[src/rtl/vga_bounce_scroller.sv]
// vga_bounce_scroller: per-frame X/Y offset engine and pattern colouriser.
// Sits between hvsync_generator and the TinyVGA PMOD outputs. Offsets bounce
// between 0 and the axis limit, or wrap, once every 2^speed frames. The offset
// pixel coordinates are mapped to registered 2-bit R/G/B values, and the syncs
// are delayed by the same one clock so that they stay aligned with the colour.
module vga_bounce_scroller #(
  parameter int PIX_W  = 10,
  parameter int X_MAX  = 512,
  parameter int Y_MAX  = 256,
  parameter int X_STEP = 1,
  parameter int Y_STEP = 2,
  parameter int CBIT   = 5
) (
  input  logic             clk,
  input  logic             rst_n,
  input  logic [PIX_W-1:0] pix_x,
  input  logic [PIX_W-1:0] pix_y,
  input  logic             video_active,
  input  logic             hsync_in,
  input  logic             vsync_in,
  input  logic [1:0]       mode,
  input  logic [1:0]       speed,
  output logic [1:0]       r,
  output logic [1:0]       g,
  output logic [1:0]       b,
  output logic             hsync_out,
  output logic             vsync_out,
  output logic [PIX_W-1:0] ofs_x,
  output logic [PIX_W-1:0] ofs_y,
  output logic             dir_x,
  output logic             dir_y,
  output logic             frame_tick
);

  // Limits and steps widened by one bit so that ofs+S never overflows a compare.
  localparam logic [PIX_W:0] XM = (PIX_W+1)'(X_MAX);
  localparam logic [PIX_W:0] YM = (PIX_W+1)'(Y_MAX);
  localparam logic [PIX_W:0] XS = (PIX_W+1)'(X_STEP);
  localparam logic [PIX_W:0] YS = (PIX_W+1)'(Y_STEP);

  // One-hot masks that select the colour bits of the offset coordinates.
  localparam logic [PIX_W-1:0] MASK_R = PIX_W'(1) << CBIT;
  localparam logic [PIX_W-1:0] MASK_G = PIX_W'(1) << (CBIT + 1);
  localparam logic [PIX_W-1:0] MASK_B = PIX_W'(1) << (CBIT + 2);

  // Advance one axis. The result is {dir, ofs}.
  function automatic logic [PIX_W:0] step_axis(
    input logic [PIX_W-1:0] ofs,
    input logic             dir,
    input logic             wrap,
    input logic [PIX_W:0]   m,
    input logic [PIX_W:0]   s
  );
    logic [PIX_W:0] sum;
    logic [PIX_W:0] wide;
    sum  = {1'b0, ofs} + s;
    wide = {1'b0, ofs};
    if (wrap) begin
      // Wrap modulo M+1; the direction is held so that bounce resumes with it.
      if (sum > m) step_axis = {dir, PIX_W'(sum - m - 1'b1)};
      else         step_axis = {dir, sum[PIX_W-1:0]};
    end else if (dir) begin
      if (sum >= m) step_axis = {1'b0, m[PIX_W-1:0]};
      else          step_axis = {1'b1, sum[PIX_W-1:0]};
    end else begin
      if (wide <= s) step_axis = {1'b1, {PIX_W{1'b0}}};
      else           step_axis = {1'b0, PIX_W'(wide - s)};
    end
  endfunction

  // Pack the colour bit of each offset coordinate as {x-bit, y-bit}.
  function automatic logic [1:0] colour(
    input logic             va,
    input logic [PIX_W-1:0] mx,
    input logic [PIX_W-1:0] my,
    input logic [PIX_W-1:0] mask
  );
    colour = va ? {|(mx & mask), |(my & mask)} : 2'b00;
  endfunction

  logic             vs_q;
  logic [2:0]       div_cnt_q, div_cnt_d;
  logic [2:0]       div_lim;
  logic             upd;
  logic [PIX_W-1:0] ofs_x_q, ofs_x_d, ofs_y_q, ofs_y_d;
  logic             dir_x_q, dir_x_d, dir_y_q, dir_y_d;
  logic [PIX_W-1:0] mx, my;
  logic [1:0]       r_q, g_q, b_q;
  logic             hs_q, vso_q;

  // Frame tick, divider and next-offset selection.
  always_comb begin
    frame_tick = vsync_in & ~vs_q & rst_n;
    case (speed)
      2'd0:    div_lim = 3'd0;
      2'd1:    div_lim = 3'd1;
      2'd2:    div_lim = 3'd3;
      default: div_lim = 3'd7;
    endcase
    div_cnt_d = div_cnt_q;
    upd       = 1'b0;
    if (frame_tick) begin
      if (div_cnt_q >= div_lim) begin
        div_cnt_d = 3'd0;
        upd       = ~mode[1];
      end else begin
        div_cnt_d = div_cnt_q + 3'd1;
      end
    end
    {dir_x_d, ofs_x_d} = {dir_x_q, ofs_x_q};
    {dir_y_d, ofs_y_d} = {dir_y_q, ofs_y_q};
    if (upd) begin
      {dir_x_d, ofs_x_d} = step_axis(ofs_x_q, dir_x_q, mode[0], XM, XS);
      {dir_y_d, ofs_y_d} = step_axis(ofs_y_q, dir_y_q, mode[0], YM, YS);
    end
    mx = pix_x + ofs_x_q;
    my = pix_y + ofs_y_q;
  end

  // Offset state, divider and vsync history.
  always_ff @(posedge clk or negedge rst_n) begin
    if (!rst_n) begin
      vs_q      <= 1'b0;
      div_cnt_q <= 3'd0;
      ofs_x_q   <= '0;
      ofs_y_q   <= '0;
      dir_x_q   <= 1'b1;
      dir_y_q   <= 1'b1;
    end else begin
      vs_q      <= vsync_in;
      div_cnt_q <= div_cnt_d;
      ofs_x_q   <= ofs_x_d;
      ofs_y_q   <= ofs_y_d;
      dir_x_q   <= dir_x_d;
      dir_y_q   <= dir_y_d;
    end
  end

  // Registered colour and sync outputs, one clock behind the pixel inputs.
  always_ff @(posedge clk or negedge rst_n) begin
    if (!rst_n) begin
      r_q   <= 2'b00;
      g_q   <= 2'b00;
      b_q   <= 2'b00;
      hs_q  <= 1'b0;
      vso_q <= 1'b0;
    end else begin
      r_q   <= colour(video_active, mx, my, MASK_R);
      g_q   <= colour(video_active, mx, my, MASK_G);
      b_q   <= colour(video_active, mx, my, MASK_B);
      hs_q  <= hsync_in;
      vso_q <= vsync_in;
    end
  end

  assign r         = r_q;
  assign g         = g_q;
  assign b         = b_q;
  assign hsync_out = hs_q;
  assign vsync_out = vso_q;
  assign ofs_x     = ofs_x_q;
  assign ofs_y     = ofs_y_q;
  assign dir_x     = dir_x_q;
  assign dir_y     = dir_y_q;

endmodule

[config.mk]
export PLATFORM = sky130hd
export DESIGN_NAME = vga_bounce_scroller
export DESIGN_NICKNAME = d
export VERILOG_FILES = /design/src/rtl/vga_bounce_scroller.sv
export SDC_FILE = /design/constraint.sdc
export NUM_CORES = 1
export LEC_CHECK = 0
export ABC_CLOCK_PERIOD_IN_PS = 2300
export BUFFER_PORTS_ARGS = -buffer_cell sky130_fd_sc_hd__buf_2
export CELL_PAD_IN_SITES_DETAIL_PLACEMENT = 1
export CELL_PAD_IN_SITES_GLOBAL_PLACEMENT = 2
export CORE_MARGIN = 2
export CORE_UTILIZATION = 30
export DETAILED_ROUTE_END_ITERATION = 10
export GPL_TIMING_DRIVEN = 0
export PLACE_DENSITY_LB_ADDON = 0.1
export SLEW_MARGIN = 5
export SYNTH_ARGS = -nofsm -noshare
export SYNTH_HDL_FRONTEND = slang
export SYNTH_SLANG_ARGS = --single-unit
[constraint.sdc]
create_clock -name clk -period 2.3 [get_ports clk]
set_input_delay 0.23 -clock clk [delete_from_list [all_inputs] [get_ports clk]]
set_output_delay 0.23 -clock clk [all_outputs]
set_load 0.05 [all_outputs]
* After elaboration in Yosys (flattened, before gate mapping)
Cells that the tools add are included.
** Cells by class
- Bitwise operators :: 5
- Magnitude comparators :: 7
- Equality and inequality tests :: 2
- Reductions and logical operators :: 2
- Muxes and demuxes :: 17
- Add/subtract/negate cells :: 11
** Operators with widths (count)
- 11-bit two-way mux :: 8
- 10-bit by 1-bit subtractor with 10-bit output, second input constant :: 3
- 10-bit two-way mux :: 2
- 8-bit adder :: 2
- 10-bit by 1-bit adder with 11-bit output, second input constant :: 1
- 10-bit by 2-bit adder with 11-bit output, second input constant :: 1
- 11-bit by 10-bit >= comparator with 1-bit output, second input constant :: 1
- 11-bit by 9-bit >= comparator with 1-bit output, second input constant :: 1
- 11-bit by 10-bit greater-than comparator with 1-bit output, second input constant :: 1
- 11-bit by 9-bit greater-than comparator with 1-bit output, second input constant :: 1
- 10-bit by 1-bit less-or-equal comparator with 1-bit output, second input constant :: 1
- 10-bit by 2-bit less-or-equal comparator with 1-bit output, second input constant :: 1
- 10-bit subtractor, second input constant :: 1
- 10-bit by 2-bit subtractor with 10-bit output, second input constant :: 1
- 10-bit by 9-bit subtractor with 10-bit output, second input constant :: 1
- 3-bit one-hot mux with 3 select lines :: 1
- 2-bit two-way mux :: 3
- 3-bit by 1-bit adder with 3-bit output, second input constant :: 1
- 3-bit >= comparator :: 1
- 3-bit two-way mux :: 1
- 1-bit NOT :: 3
- 1-bit AND :: 2
- 2-bit by 1-bit equality test with 1-bit output, second input constant :: 1
- 2-bit equality test, second input constant :: 1
- 3 further kinds :: 4
** Storage, ports and cells
- Word-level logic and storage cells :: 54
- Register bits :: 33
- Output and inout bits :: 31

* Longest topological paths before layout
Gate-level depths: netlist (run 1).
- Word-level depth :: 6
- Mapped depth :: 10

* Worst setup path after synthesis (run 1)
OpenSTA, ideal clock, no wires.
- Path kind :: reg2reg
- From :: reg ofs_x_q[1], in the netlist ofs_x[1]
- To :: reg ofs_x_q[3], in the netlist ofs_x[3]
- Cell stages (with the launch flop) :: 9
- Arrival time :: 2.692 ns
- Library setup time :: 0.126 ns
- Slack :: -0.519 ns
- Path through :: dfrtp_1 clkbuf_1 nand3_1 nor3_1 mux2_2 a31oi_4 nor4b_4 xnor2_1 a221o_1
** Between the ends
- Word-level cells in the longest chain between the ends :: 5
- Elaborated cells on any way between the ends :: 12
- Those cells by class :: 4 x add/sub; 3 x order compare; 5 x mux
** RTL lines
- start: declaration :: line 85 : logic [PIX_W-1:0] ofs_x_q, ofs_x_d, ofs_y_q, ofs_y_d;
- start signal: assignment :: line 132 : ofs_x_q <= ofs_x_d;
- 10-bit by 1-bit adder with 11-bit output :: line 56 : sum = {1'b0, ofs} + s;
- 10-bit subtractor / 11-bit by 10-bit >= comparator with 1-bit output (equally long branches) :: line 60, 63
- 10-bit by 1-bit subtractor with 10-bit output / 11-bit two-way mux (equally long branches) :: line 60, 63
- 10-bit two-way mux / 11-bit two-way mux (equally long branches) :: line 60, 62
- 11-bit two-way mux * :: line 58 : if (wrap) begin
Mark *: on every way between the ends. The rest lies on a longest branch, timed or not. The select of a mux whose other input is x is not followed.
A chain may end at the register's enable or synchronous reset.

* Final worst setup path (run 1)
- From :: reg ofs_y_q[1], in the netlist ofs_y[1]
- To :: reg ofs_y_q[4], in the netlist ofs_y[4]
** Between the ends
- Word-level cells in the longest chain between the ends :: 5
- Elaborated cells on any way between the ends :: 12
- Those cells by class :: 4 x add/sub; 3 x order compare; 5 x mux
** RTL lines
- start: declaration :: line 85
- start signal: assignment :: line 133 : ofs_y_q <= ofs_y_d;
- 10-bit by 2-bit adder with 11-bit output :: line 56
- 10-bit by 9-bit subtractor with 10-bit output / 11-bit by 9-bit >= comparator with 1-bit output (equally long branches) :: line 60, 63
- 10-bit by 1-bit subtractor with 10-bit output / 11-bit two-way mux (equally long branches) :: line 60, 63
- 10-bit two-way mux / 11-bit two-way mux (equally long branches) :: line 60, 62
- 11-bit two-way mux * :: line 58
Marked as above.

==> results of run 1 <==
## area by class of cell
type                       count  area, µm²
fill                        1430       6530
buffer                        27        226
inverter                      17       71.3
clock inverter                 2       10.0
multi-input combinational    388       3070
sequential                    33        853
tap                          147        184
timing repair buffer         120        840
clock buffer                   6        129
## cells in the mapped netlist, drive strengths merged, types with 4 or more instances
master | count | share of area (%)
o22ai | 7 | 1.2
xor2 | 10 | 2.4
clkbuf | 21 | 2.2
nand2b | 11 | 1.9
a211oi | 13 | 2.7
buf | 12 | 1.6
inv | 17 | 1.8
and2 | 7 | 1.2
xnor2 | 17 | 4.1
mux2i | 9 | 2.5
a21oi | 20 | 2.8
nor3 | 20 | 3.0
nand4 | 10 | 1.7
and3 | 6 | 1.0
o31ai | 4 | 1.2
a31oi | 8 | 1.8
o211ai | 6 | 1.2
nand2 | 49 | 5.1
o21ai | 28 | 3.9
a21o | 8 | 1.7
ha | 24 | 8.3
nand3 | 18 | 2.6
dfrtp | 31 | 21
nor2 | 36 | 3.7
nor4 | 7 | 1.4
or2 | 7 | 1.2
## per-stage QoR
| step | cell area [µm²] | cells | power (mW) | hold WS (ns) |
|---|---|---|---|---|
| 6_report | 5380 | 740 | 7.45 | 0.0473 |
| 5_1_grt | 5380 | 740 | 7.95 | 0.0440 |
| 4_1_cts | 4890 | 706 | 6.72 | 0.0427 |
| 3_5_place_dp | 4240 | 672 | 5.34 | 0.343 |
| 3_3_place_gp | 4240 | 672 | 5.28 | 0.338 |
| 2_1_floorplan | 3780 | 470 | 4.24 | -0.0656 |
## layer usage
layer | track usage (%) | vias up
li1 | - | 1993
met1 | 27.6 | 2057
met2 | 41.0 | 88
met3 | 2.44 | 22
met4 | 8.86 | 0
met5 | 0 | -
## how the worst max path moves through the flow
stage	from	to	slack, ns	cells past startpoint
floorplan	ofs_x[5]$_DFFE_PN0N_	ofs_x[3]$_DFFE_PN0N_	-0.20	8
global placement	rst_n	ofs_y[3]$_DFFE_PN0N_	-1.19	10
detailed placement	rst_n	ofs_x[6]$_DFFE_PN0N_	-1.19	9
CTS	ofs_y[1]$_DFFE_PN0N_	ofs_y[3]$_DFFE_PN0N_	-0.05	11
global route	ofs_y[6]$_DFFE_PN0N_	ofs_y[4]$_DFFE_PN0N_	-0.10	8
finish	ofs_y[1]$_DFFE_PN0N_	ofs_y[4]$_DFFE_PN0N_	-0.04	8
## worst register-to-register path: cells and delay by family, from the launching register on
kind                       cells  cell delay, ns
AOI/OAI and AO/OA              4            0.65
adders and majority gates      1            0.21
buffers and inverters          1            0.13
DFF                            1            0.54
and+or+nand+nor                2            0.72
## flip-flops by register name, summed over array words and instances (netlist names)
name and cells:
dir_x 1, hsync_out 1, b 2, ofs_x 10, g 2, dir_y 1, ofs_y 10, vsync_out 1
r 2, div_cnt_q 3
## cell families after synthesis
| logic type | Yosys count | share of synthesized area, % |
|---|---|---|
| xor gates and xnor gates | 27 | 6.50 |
| and+or+nand+nor | 187 | 26.6 |
| muxes | 12 | 3.40 |
| adders and majority gates | 24 | 8.25 |
| DFF | 33 | 22.8 |
| AOI/OAI and AO/OA | 137 | 27.0 |
| buffers and inverters | 50 | 5.50 |
## power breakdown
part	internal (mW)	switching [mW]	leakage (nW)
Sequential	0.840	0.336	0.382
Clock	0.398	0.276	0.0706
Combinational	2.27	3.33	1.81
## repair_timing
item | 4_1_cts | 5_1_grt
hold buffers | 2 | 0
buffers inserted | 28 | 36
setup endpoints to repair | 23 | 22
endpoints found under the hold margin | 31 | 0
resized for setup | 65 | 57
gates cloned | 0 | 1
pin swaps | 19 | 26
==> results.md, run 1 <==
- Post-DRT Antenna Nets: 0
- CTS Buf Count: 5
- Pre-CTS WS: -1.19 ns
- TritonCTS clock tree: built
- Drt pass-1 iters: 5
- First-pass GRT wire length: approximately 23 mm
- Yosys cell types: 68
- Async set-reset flop share out of synthesis: 100%
- Worst EP required: 2.50 ns
- Tcrit/Tclk final: 102%
- Clk root buf: clkbuf_16
- DR WL/cell: roughly 20 µm
- Register clock-pin slew on the reported worst setup and hold paths: about 0.060 ns
- Top-Level Pins: 60
- Worst Hold Depth: 1
- Most frequent cells in the layout: 59 x buf_4, 56 x buf_2, 46 x nand2_1, 33 x nor2_1, 21 x o21ai_0
- Power per cell area: approximately 1400 mW/mm²
- Minimum clock period: around 2.3 ns
- Max transition margin: 60.0%
- Htree depth: 2
- Mapped Cells: 470
- Failing checks: setup timing
- Slew of the pin with the lowest slew margin: between 0.5 and 0.6 ns
- Worst-Skew Late Latency: about 0.29 ns
- Gr usage total: a little under a quarter
- Hold crit path type: in2reg
- # diodes: 0
- Max Root-Sink Buffers: 2
- Critical path data arrival time: between 2 and 3 ns
- Synth Flop Type: dfrtp_1
- Worst path max stage delay: between 0.5 and 0.6 ns
- Crit path buffers/inverters: 1
- Hold Vio Cnt, Final: 0
- Die area: ~0.013 mm²
- Core region area: 0.0119 mm²
- Crit path max-delay family: simple AND/OR/NAND/NOR gates
- Routed vias: around 4200
- Initial antenna violation count: 0
- Port buffer count: 55
- Post-DP HPWL: around 10 mm
- Synthesis-stage register bit count: 33
- Final Net Count: around 650
- Status: complete, but fails checks
- RR Endpoint: ofs_y[4]$_DFFE_PN0N_
- Row Count: 40
- Peak VDD IR: 615 µV
- Setup TNS Final: -0.0574 ns
- Max_cap viols: 0
- Worst Hold End: hsync_out$_DFF_PN0_
- Height of the die: approximately 110 µm
- Total wire length: 15.1 mm
- Syn avg cell area: about 7.7 µm²
- Vias per inst: roughly 5.6
- CP cell instances: ha_4, buf_8, or4_4, a21o_1, or2_4, o221ai_2, o211ai_1, a211oi_2
- Pins Over Slew Limit: 0
- RSZ-0062 raised after global routing: yes
- Cell Area, Synth: roughly 0.0036 mm²
- CTS sink cnt: 33
- Post-synthesis sequential area ratio: 22.8%
- EDFF count, synth: 0
- Layout area overhead: 48.0%
- Crit end category: flip-flop
- Commonest non-fill, non-tap cell in the layout: buf_4
- Critical-path top delay cell: dfrtp_4
- Initial Util: 30.5%
- Top sig layer: met4
- R2R depth: 8
- Initial drt markers: ~180
- Largest net degree at the start of global routing: 32
- Reg-to-reg setup timing slack: -0.04 ns
- Max frequency: approximately 430 MHz
- Final setup violation count: 3
- Syn Nets: between 500 and 600
- Metal2 WL: ~8 mm
- Global route overflow: 0
- LEAKAGE: roughly 2.3 nW
- Chip width: between 100 and 150 µm
- Core Util, Final: 45.2%
- Hold path startpoint: hsync_in
- DR WL met3: about 500 µm
- Yosys warns: 0
- Setup ws final: -0.0435 ns
- Crit Path Category: reg2reg
- Setup Skew: between 0.008 and 0.009 ns
- Vias in the first global route: around 4200
- Ratio of cells with drive above 1 in the final layout: 41.5%
- DRC violations left: 0
- Crit start category: flip-flop
- Placer congestion estimate: between 0.8 and 0.9
- M1 WL: 6.39 mm
- Worst Path Max Fanout: 6
- RR Startpoint: ofs_y[1]$_DFFE_PN0N_
Note: power is estimated with default switching activity, not from simulation.
==> inputs of run 2 (changes only) <==
--- a/config.mk
+++ b/config.mk
@@ -7,10 +7,10 @@
 export LEC_CHECK = 0
 export ABC_CLOCK_PERIOD_IN_PS = 2300
 export BUFFER_PORTS_ARGS = -buffer_cell sky130_fd_sc_hd__buf_2
-export CELL_PAD_IN_SITES_DETAIL_PLACEMENT = 1
-export CELL_PAD_IN_SITES_GLOBAL_PLACEMENT = 2
+export CELL_PAD_IN_SITES_DETAIL_PLACEMENT = 0
+export CELL_PAD_IN_SITES_GLOBAL_PLACEMENT = 1
 export CORE_MARGIN = 2
-export CORE_UTILIZATION = 30
+export CORE_UTILIZATION = 38
 export DETAILED_ROUTE_END_ITERATION = 10
 export GPL_TIMING_DRIVEN = 0
 export PLACE_DENSITY_LB_ADDON = 0.1
==> run 2 against run 1 <==
The flow still finishes with violations (setup timing). Hold slack worse by 0.0055 ns. Largest power group unchanged. Die area fell by 20%. Combinational power shrank 7.7%. Clock-buffer cell count is the same. Cell area fell by 5.1%.
==> results.md, run 2 (synthesized netlist as in run 1, its figures left out) <==
- Total wire length: 12.8 mm (was 15.1 mm)
- Pre-CTS WS: -1.11 ns (was -1.19 ns)
- Post-DRT Antenna Nets: 0 (unchanged)
- Hold crit path type: in2reg (unchanged)
- Failing checks: setup timing (unchanged)
- Comb pwr share: 74.5% (was 75.2%)
- Height of the die: 102 µm (was 114 µm)
- Row Count: 35 (was 40)
- Tcrit/Tclk final: 102% (about the same)
- Setup Skew: 0.0101 ns (was 0.00852 ns)
- Minimum clock period: 2.34 ns (about the same)
- Worst Path Max Fanout: 8 (was 6)
- Reg-to-reg setup timing slack: -0.04 ns (about the same)
- Initial drt markers: 124 (was 179)
- Worst-Skew Late Latency: 0.29 ns (about the same)
- Int Pwr: 3.24 mW (was 3.51 mW)
- Worst path max stage delay: 0.56 ns (was 0.54 ns)
- RR Endpoint: ofs_y[4]$_DFFE_PN0N_ (unchanged)
- Peak VDD IR: 640 µV (was 615 µV)
- Worst EP required: 2.50 ns (about the same)
- Layout area overhead: 40.4% (was 48.0%)
- Most frequent cells in the layout: 56 x buf_2, 46 x nand2_1, 39 x buf_4, 33 x nor2_1, 22 x o21ai_0 (was 59 x buf_4, 56 x buf_2, 46 x nand2_1, 33 x nor2_1, 21 x o21ai_0)
- Global route overflow: 0 (unchanged)
- Total power: 6.93 mW (was 7.45 mW)
- Final setup violation count: 2 (was 3)
- Initial antenna violation count: 0 (unchanged)
- Pins Over Slew Limit: 0 (unchanged)
- Core Util, Final: 55.0% (was 45.2%)
- Placer congestion estimate: 0.864 (was 0.819)
- Die area: 0.0104 mm² (was 0.0130 mm²)
- Commonest non-fill, non-tap cell in the layout: buf_2 (was buf_4)
- Initial Util: 39.2% (was 30.5%)
- RR Startpoint: ofs_y[1]$_DFFE_PN0N_ (unchanged)
- R2R depth: 8 (unchanged)
- Gr usage total: 24.4% (was 22.7%)
- Max transition margin: 62.0% (was 60.0%)
- Hold path startpoint: hsync_in (unchanged)
- Clock power share: 8.6% (was 9.1%)
- Core region area: 0.00928 mm² (was 0.0119 mm²)
- Setup TNS Final: -0.0408 ns (was -0.0574 ns)
- Crit path max-delay family: simple AND/OR/NAND/NOR gates (unchanged)
- Switching pwr: 3.69 mW (was 3.94 mW)
- DRC violations left: 0 (unchanged)
- Vias per inst: 5.77 (was 5.62)
- LEAKAGE: 2.12 nW (was 2.26 nW)
- Hold Vio Cnt, Final: 0 (unchanged)
- Status: complete, but fails checks (unchanged)
- Largest net degree at the start of global routing: 32 (unchanged)
- Crit start category: flip-flop (unchanged)
- Slew of the pin with the lowest slew margin: 0.570 ns (was 0.600 ns)
- Vias in the first global route: 3881 (was 4199)
- Flop pwr share: 16.9% (was 15.8%)
- Filler cells: 899 (was 1430)
- DR WL/cell: 18.2 µm (was 20.4 µm)
- RSZ-0062 raised after global routing: yes (unchanged)
- Port buffer count: 55 (unchanged)
- Max frequency: 427 MHz (about the same)
- Htree depth: 2 (unchanged)
- Power per cell area: 1360 mW/mm² (was 1380 mW/mm²)
- Register clock-pin slew on the reported worst setup and hold paths: 0.08 ns (was 0.06 ns)
- Drt pass-1 iters: 4 (was 5)
- Clk root buf: clkbuf_8 (was clkbuf_16)
- Setup ws final: -0.0397 ns (was -0.0435 ns)
- Chip width: 102 µm (was 114 µm)
- Crit end category: flip-flop (unchanged)
- Sw Ratio: 53.2% (was 53.0%)
- Final Net Count: 626 (was 645)
- Routed vias: 4055 (was 4160)
- CTS Buf Count: 5 (unchanged)
- Post-DP HPWL: 8.54 mm (was 9.98 mm)
- CP cell instances: ha_4, buf_8, or4_4, a21o_1, or2_4, o221ai_2, o211ai_1, a211oi_2 (unchanged)
- # diodes: 0 (unchanged)
- Max Root-Sink Buffers: 2 (unchanged)
- Max_cap viols: 0 (unchanged)
- Crit Path Category: reg2reg (unchanged)
- CTS sink cnt: 33 (unchanged)
- TritonCTS clock tree: built (unchanged)
- Critical path data arrival time: 2.54 ns (about the same)
- First-pass GRT wire length: 19.8 mm (was 22.8 mm)
- Top-Level Pins: 60 (unchanged)
- Ratio of cells with drive above 1 in the final layout: 38.9% (was 41.5%)
- Worst Hold End: hsync_out$_DFF_PN0_ (unchanged)
- Critical-path top delay cell: dfrtp_4 (unchanged)
- Crit path buffers/inverters: 1 (unchanged)
- Worst Hold Depth: 1 (unchanged)
run 2: worst max path at each step:
stage                    startpoint              endpoint  slack [ns]  depth (start not counted)
2_1_floorplan  ofs_x[5]$_DFFE_PN0N_  ofs_x[3]$_DFFE_PN0N_       -0.20                          8
3_3_place_gp                  rst_n  ofs_y[3]$_DFFE_PN0N_       -1.08                         10
3_5_place_dp                  rst_n  ofs_x[6]$_DFFE_PN0N_       -1.11                          9
4_1_cts        ofs_y[1]$_DFFE_PN0N_        b[0]$_DFF_PN0_      0.0006                          8
5_1_grt        ofs_x[6]$_DFFE_PN0N_  ofs_x[3]$_DFFE_PN0N_       -0.09                          8
6_report       ofs_y[1]$_DFFE_PN0N_  ofs_y[4]$_DFFE_PN0N_       -0.04                          8
run 2: area by class of cell:
type	instances	area [µm²]	share of cell area, %
multi-input cells	388	3020	59.1
inverters	17	70.1	1.37
flip-flops and latches	33	852	16.7
clock buffers	6	82.6	1.62
plain buffers	28	219	4.29
clock inverters	2	37.5	0.735
well taps	129	161	3.16
repair buffers	100	666	13.0
run 2: layer usage:
metal / vias up / routed length [µm] / part of all wire [%] / global-route usage, %
met2: 110 / 6450 / 50 / 42.3
met5: - / 0 / 0 / 0
li1: 1957 / - / - / -
met1: 1970 / 5490 / 43 / 31.5
met4: 0 / 231 / 1.8 / 9.03
met3: 18 / 616 / 4.8 / 2.53
run 2: stage by stage:
stage	std cells	hold WS [ns]	cell area [µm²]
global route	703	0.0269	5110
detailed placement	654	0.345	4220
floorplan	470	-0.0656	3780
global placement	654	0.338	4220
finish	703	0.0417	5110
CTS	686	0.0320	4780
run 2: repair_timing:
item	CTS	global route
buffers inserted	26	18
pin swaps	17	21
hold endpoints to repair	31	0
gates cloned	0	1
endpoints found under the setup margin	23	23
hold buffers	2	0
gates resized for setup	56	58
run 2: worst register-to-register path: stages (launching register included):
cell and delay, ns:
dfrtp_4 0.56, ha_4 0.22, buf_8 0.13, or4_4 0.44
a21o_1 0.19, or2_4 0.26, o221ai_2 0.17, o211ai_1 0.12
a211oi_2 0.16
run 2: power groups by stage:
stage	Clock (mW)	Sequential (mW)	Combinational (mW)
after CTS	0.618	1.15	4.59
after detailed placement	0	1.18	4.01
final	0.597	1.17	5.17
after global placement	0	1.16	4.00
after global routing	0.637	1.21	5.52
after floorplan	0	1.80	2.44
==> inputs of run 3 (changes only) <==
--- a/config.mk
+++ b/config.mk
@@ -13,6 +13,7 @@
 export CORE_UTILIZATION = 38
 export DETAILED_ROUTE_END_ITERATION = 10
 export GPL_TIMING_DRIVEN = 0
+export MAX_ROUTING_LAYER = met4
 export PLACE_DENSITY_LB_ADDON = 0.1
 export SLEW_MARGIN = 5
 export SYNTH_ARGS = -nofsm -noshare
==> run 3 against run 2 <==
The flow still finishes with violations (setup timing). Global-route usage rose by 0.76 points. Clock skew rose by 0.0026 ns. Clock power rose by 1%. Combinational power rose by 1%. Sequential power barely moved. Hold slack got worse by 0.0038 ns. Critical path type unchanged. Largest cell class unchanged. Largest power group unchanged.
==> results.md, run 3 (synthesized netlist as in run 1, its figures left out) <==
- Status: complete, but fails checks (unchanged)
- Failing checks: setup timing (unchanged)
- Hold path startpoint: hsync_in (unchanged)
- Commonest non-fill, non-tap cell in the layout: buf_2 (unchanged)
- Drt pass-1 iters: 4 (unchanged)
- Pins Over Slew Limit: 0 (unchanged)
- Tcrit/Tclk final: 100% (was 102%)
- Flop pwr share: 16.7% (was 16.9%)
- Post-DP HPWL: 8.54 mm (unchanged)
- Chip width: 102 µm (unchanged)
- Row Count: 35 (unchanged)
- Reg-to-reg setup timing slack: -0.01 ns (was -0.04 ns)
- Max Root-Sink Buffers: 2 (unchanged)
- RR Startpoint: ofs_y[1]$_DFFE_PN0N_ (unchanged)
- Most frequent cells in the layout: 56 x buf_2, 46 x nand2_1, 45 x buf_4, 33 x nor2_1, 22 x o21ai_0 (was 56 x buf_2, 46 x nand2_1, 39 x buf_4, 33 x nor2_1, 22 x o21ai_0)
- Die area: 0.0104 mm² (unchanged)
- Crit Path Category: reg2reg (unchanged)
- Placed cells: 654 (unchanged)
- Core region area: 0.00928 mm² (unchanged)
- Post-DRT Antenna Nets: 0 (unchanged)
- Worst-Skew Late Latency: 0.29 ns (about the same)
- Max transition margin: 62.1% (was 62.0%)
- Final Net Count: 629 (was 626)
- RR Endpoint: ofs_y[4]$_DFFE_PN0N_ (unchanged)
- Crit start category: flip-flop (unchanged)
- CTS sink cnt: 33 (unchanged)
- R2R depth: 8 (unchanged)
- Ratio of cells with drive above 1 in the final layout: 38.8% (was 38.9%)
- Seq. cell area: 853 µm² (was 852 µm²)
- Setup ws final: -0.0103 ns (was -0.0397 ns)
- Vias per inst: 5.75 (was 5.77)
- Register clock-pin slew on the reported worst setup and hold paths: 0.09 ns (was 0.08 ns)
- Slew of the pin with the lowest slew margin: 0.568 ns (was 0.570 ns)
- Max frequency: 433 MHz (was 427 MHz)
- DRC violations left: 0 (unchanged)
- Worst Hold Depth: 1 (unchanged)
- Initial antenna violation count: 0 (unchanged)
- Top-Level Pins: 60 (unchanged)
- Clk root buf: clkbuf_8 (unchanged)
- Critical-path top delay cell: dfrtp_4 (unchanged)
- Worst path max stage delay: 0.55 ns (was 0.56 ns)
- DR WL/cell: 18.2 µm (about the same)
- Clock power share: 8.6% (about the same)
- Final setup violation count: 2 (unchanged)
- Height of the die: 102 µm (unchanged)
- Routed vias: 4063 (was 4055)
- Worst Hold End: hsync_out$_DFF_PN0_ (unchanged)
- Peak VDD IR: 642 µV (was 640 µV)
- Gr usage total: 25.2% (was 24.4%)
- Hold Vio Cnt, Final: 0 (unchanged)
- CTS Buf Count: 5 (unchanged)
- Layout area overhead: 40.9% (was 40.4%)
- LEAKAGE: 2.15 nW (was 2.12 nW)
- Fin cells: 706 (was 703)
- Placer congestion estimate: 0.878 (was 0.864)
- Comb pwr share: 74.7% (was 74.5%)
- Setup Skew: 0.0128 ns (was 0.0101 ns)
- Initial drt markers: 138 (was 124)
- Htree depth: 2 (unchanged)
- CP cell instances: ha_4, buf_8, or4_4, a21o_1, or2_4, o221ai_2, o211ai_1, a211oi_2 (unchanged)
- Sw Ratio: 53.1% (was 53.2%)
- Initial Util: 39.2% (unchanged)
- Worst EP required: 2.51 ns (was 2.50 ns)
- Crit end category: flip-flop (unchanged)
- Vias in the first global route: 3882 (was 3881)
- Switching pwr: 3.72 mW (was 3.69 mW)
- Global route overflow: 0 (unchanged)
- Minimum clock period: 2.31 ns (was 2.34 ns)
- First-pass GRT wire length: 19.8 mm (about the same)
- Total wire length: 12.9 mm (was 12.8 mm)
- Worst Path Max Fanout: 8 (unchanged)
- # diodes: 0 (unchanged)
- Power per cell area: 1360 mW/mm² (about the same)
- Multi-input logic area: 0.00302 mm² (about the same)
- RSZ-0062 raised after global routing: yes (unchanged)
- Hold crit path type: in2reg (unchanged)
- Largest net degree at the start of global routing: 32 (unchanged)
- Int Pwr: 3.28 mW (was 3.24 mW)
- Setup TNS Final: -0.0150 ns (was -0.0408 ns)
- TritonCTS clock tree: built (unchanged)
- Max_cap viols: 0 (unchanged)
- Filler cells: 897 (was 899)
- Critical path data arrival time: 2.52 ns (was 2.54 ns)
- Port buffer count: 55 (unchanged)
[run 3: cell types whose count changed in the layout (fill, tap and decap cells not counted), sizes merged]
cell	before	now
buf	113	116
clkinvlp	2	1
inv	16	17
[run 3: timing repair]
item                       CTS  global route
gates resized for setup     56            54
setup endpoints to repair   23            23
gates cloned                 0             2
hold buffers                 2             0
pin swaps                   17            30
setup buffers               26            20
hold endpoints to repair    31             0
[run 3: per-stage QoR]
| step | util [%] | hold WS (ns) | setup slack (ns) | power (mW) | instance area (µm²) |
|---|---|---|---|---|---|
| after floorplan | - | -0.0656 | -0.204 | 4.24 | 3780 |
| after global placement | 45.5 | 0.338 | -1.08 | 5.16 | 4220 |
| after detailed placement | 45.5 | 0.345 | -1.11 | 5.19 | 4220 |
| after CTS | 51.5 | 0.0320 | 0.000629 | 6.35 | 4780 |
| after global routing | 55.2 | 0.0240 | -0.0796 | 7.44 | 5130 |
| final | 55.2 | 0.0379 | -0.0103 | 7.00 | 5130 |
[run 3: layout make-up]
| class | instances | share of cell area (%) |
|---|---|---|
| clock buffer | 6 | 1.61 |
| buffer | 28 | 4.08 |
| sequential | 33 | 16.6 |
| clock inverter | 2 | 0.732 |
| timing repair buffer | 103 | 13.6 |
| multi-input combinational | 388 | 58.9 |
| inverter | 17 | 1.29 |
| tap | 129 | 3.15 |
[run 3: layer usage]
layer	GRT usage [%]	share of wire [%]	vias to the layer above
met2	42.1	51	83
met5	-	0	-
met4	9.03	1.6	0
li1	-	-	1968
met1	31.8	44	1993
met3	2.53	3.3	19
[run 3: power by group through the flow]
stage / Combinational [mW] / Sequential [mW] / Clock (mW)
after floorplan: 2.44 / 1.80 / 0
after global placement: 4.00 / 1.16 / 0
after detailed placement: 4.01 / 1.18 / 0
after CTS: 4.59 / 1.15 / 0.618
after global routing: 5.59 / 1.20 / 0.639
final: 5.23 / 1.17 / 0.604
[run 3: worst max-delay path: cells and delay by family (launching register included)]
kind            cells  cell delay, ns
buf+inv             1            0.13
compound gates      4            0.61
fa+ha+maj           1            0.21
simple gates        2            0.71
flops               1            0.55
[run 3: worst max path at each step]
stage / startpoint / to / slack, ns / cells after the start
final: ofs_y[1]$_DFFE_PN0N_ / ofs_y[4]$_DFFE_PN0N_ / -0.01 / 8
after global routing: ofs_y[1]$_DFFE_PN0N_ / ofs_y[4]$_DFFE_PN0N_ / -0.08 / 8
after CTS: ofs_y[1]$_DFFE_PN0N_ / b[0]$_DFF_PN0_ / 0.0006 / 8
after detailed placement: rst_n / ofs_x[6]$_DFFE_PN0N_ / -1.11 / 9
after global placement: rst_n / ofs_y[3]$_DFFE_PN0N_ / -1.08 / 10
after floorplan: ofs_x[5]$_DFFE_PN0N_ / ofs_x[3]$_DFFE_PN0N_ / -0.20 / 8
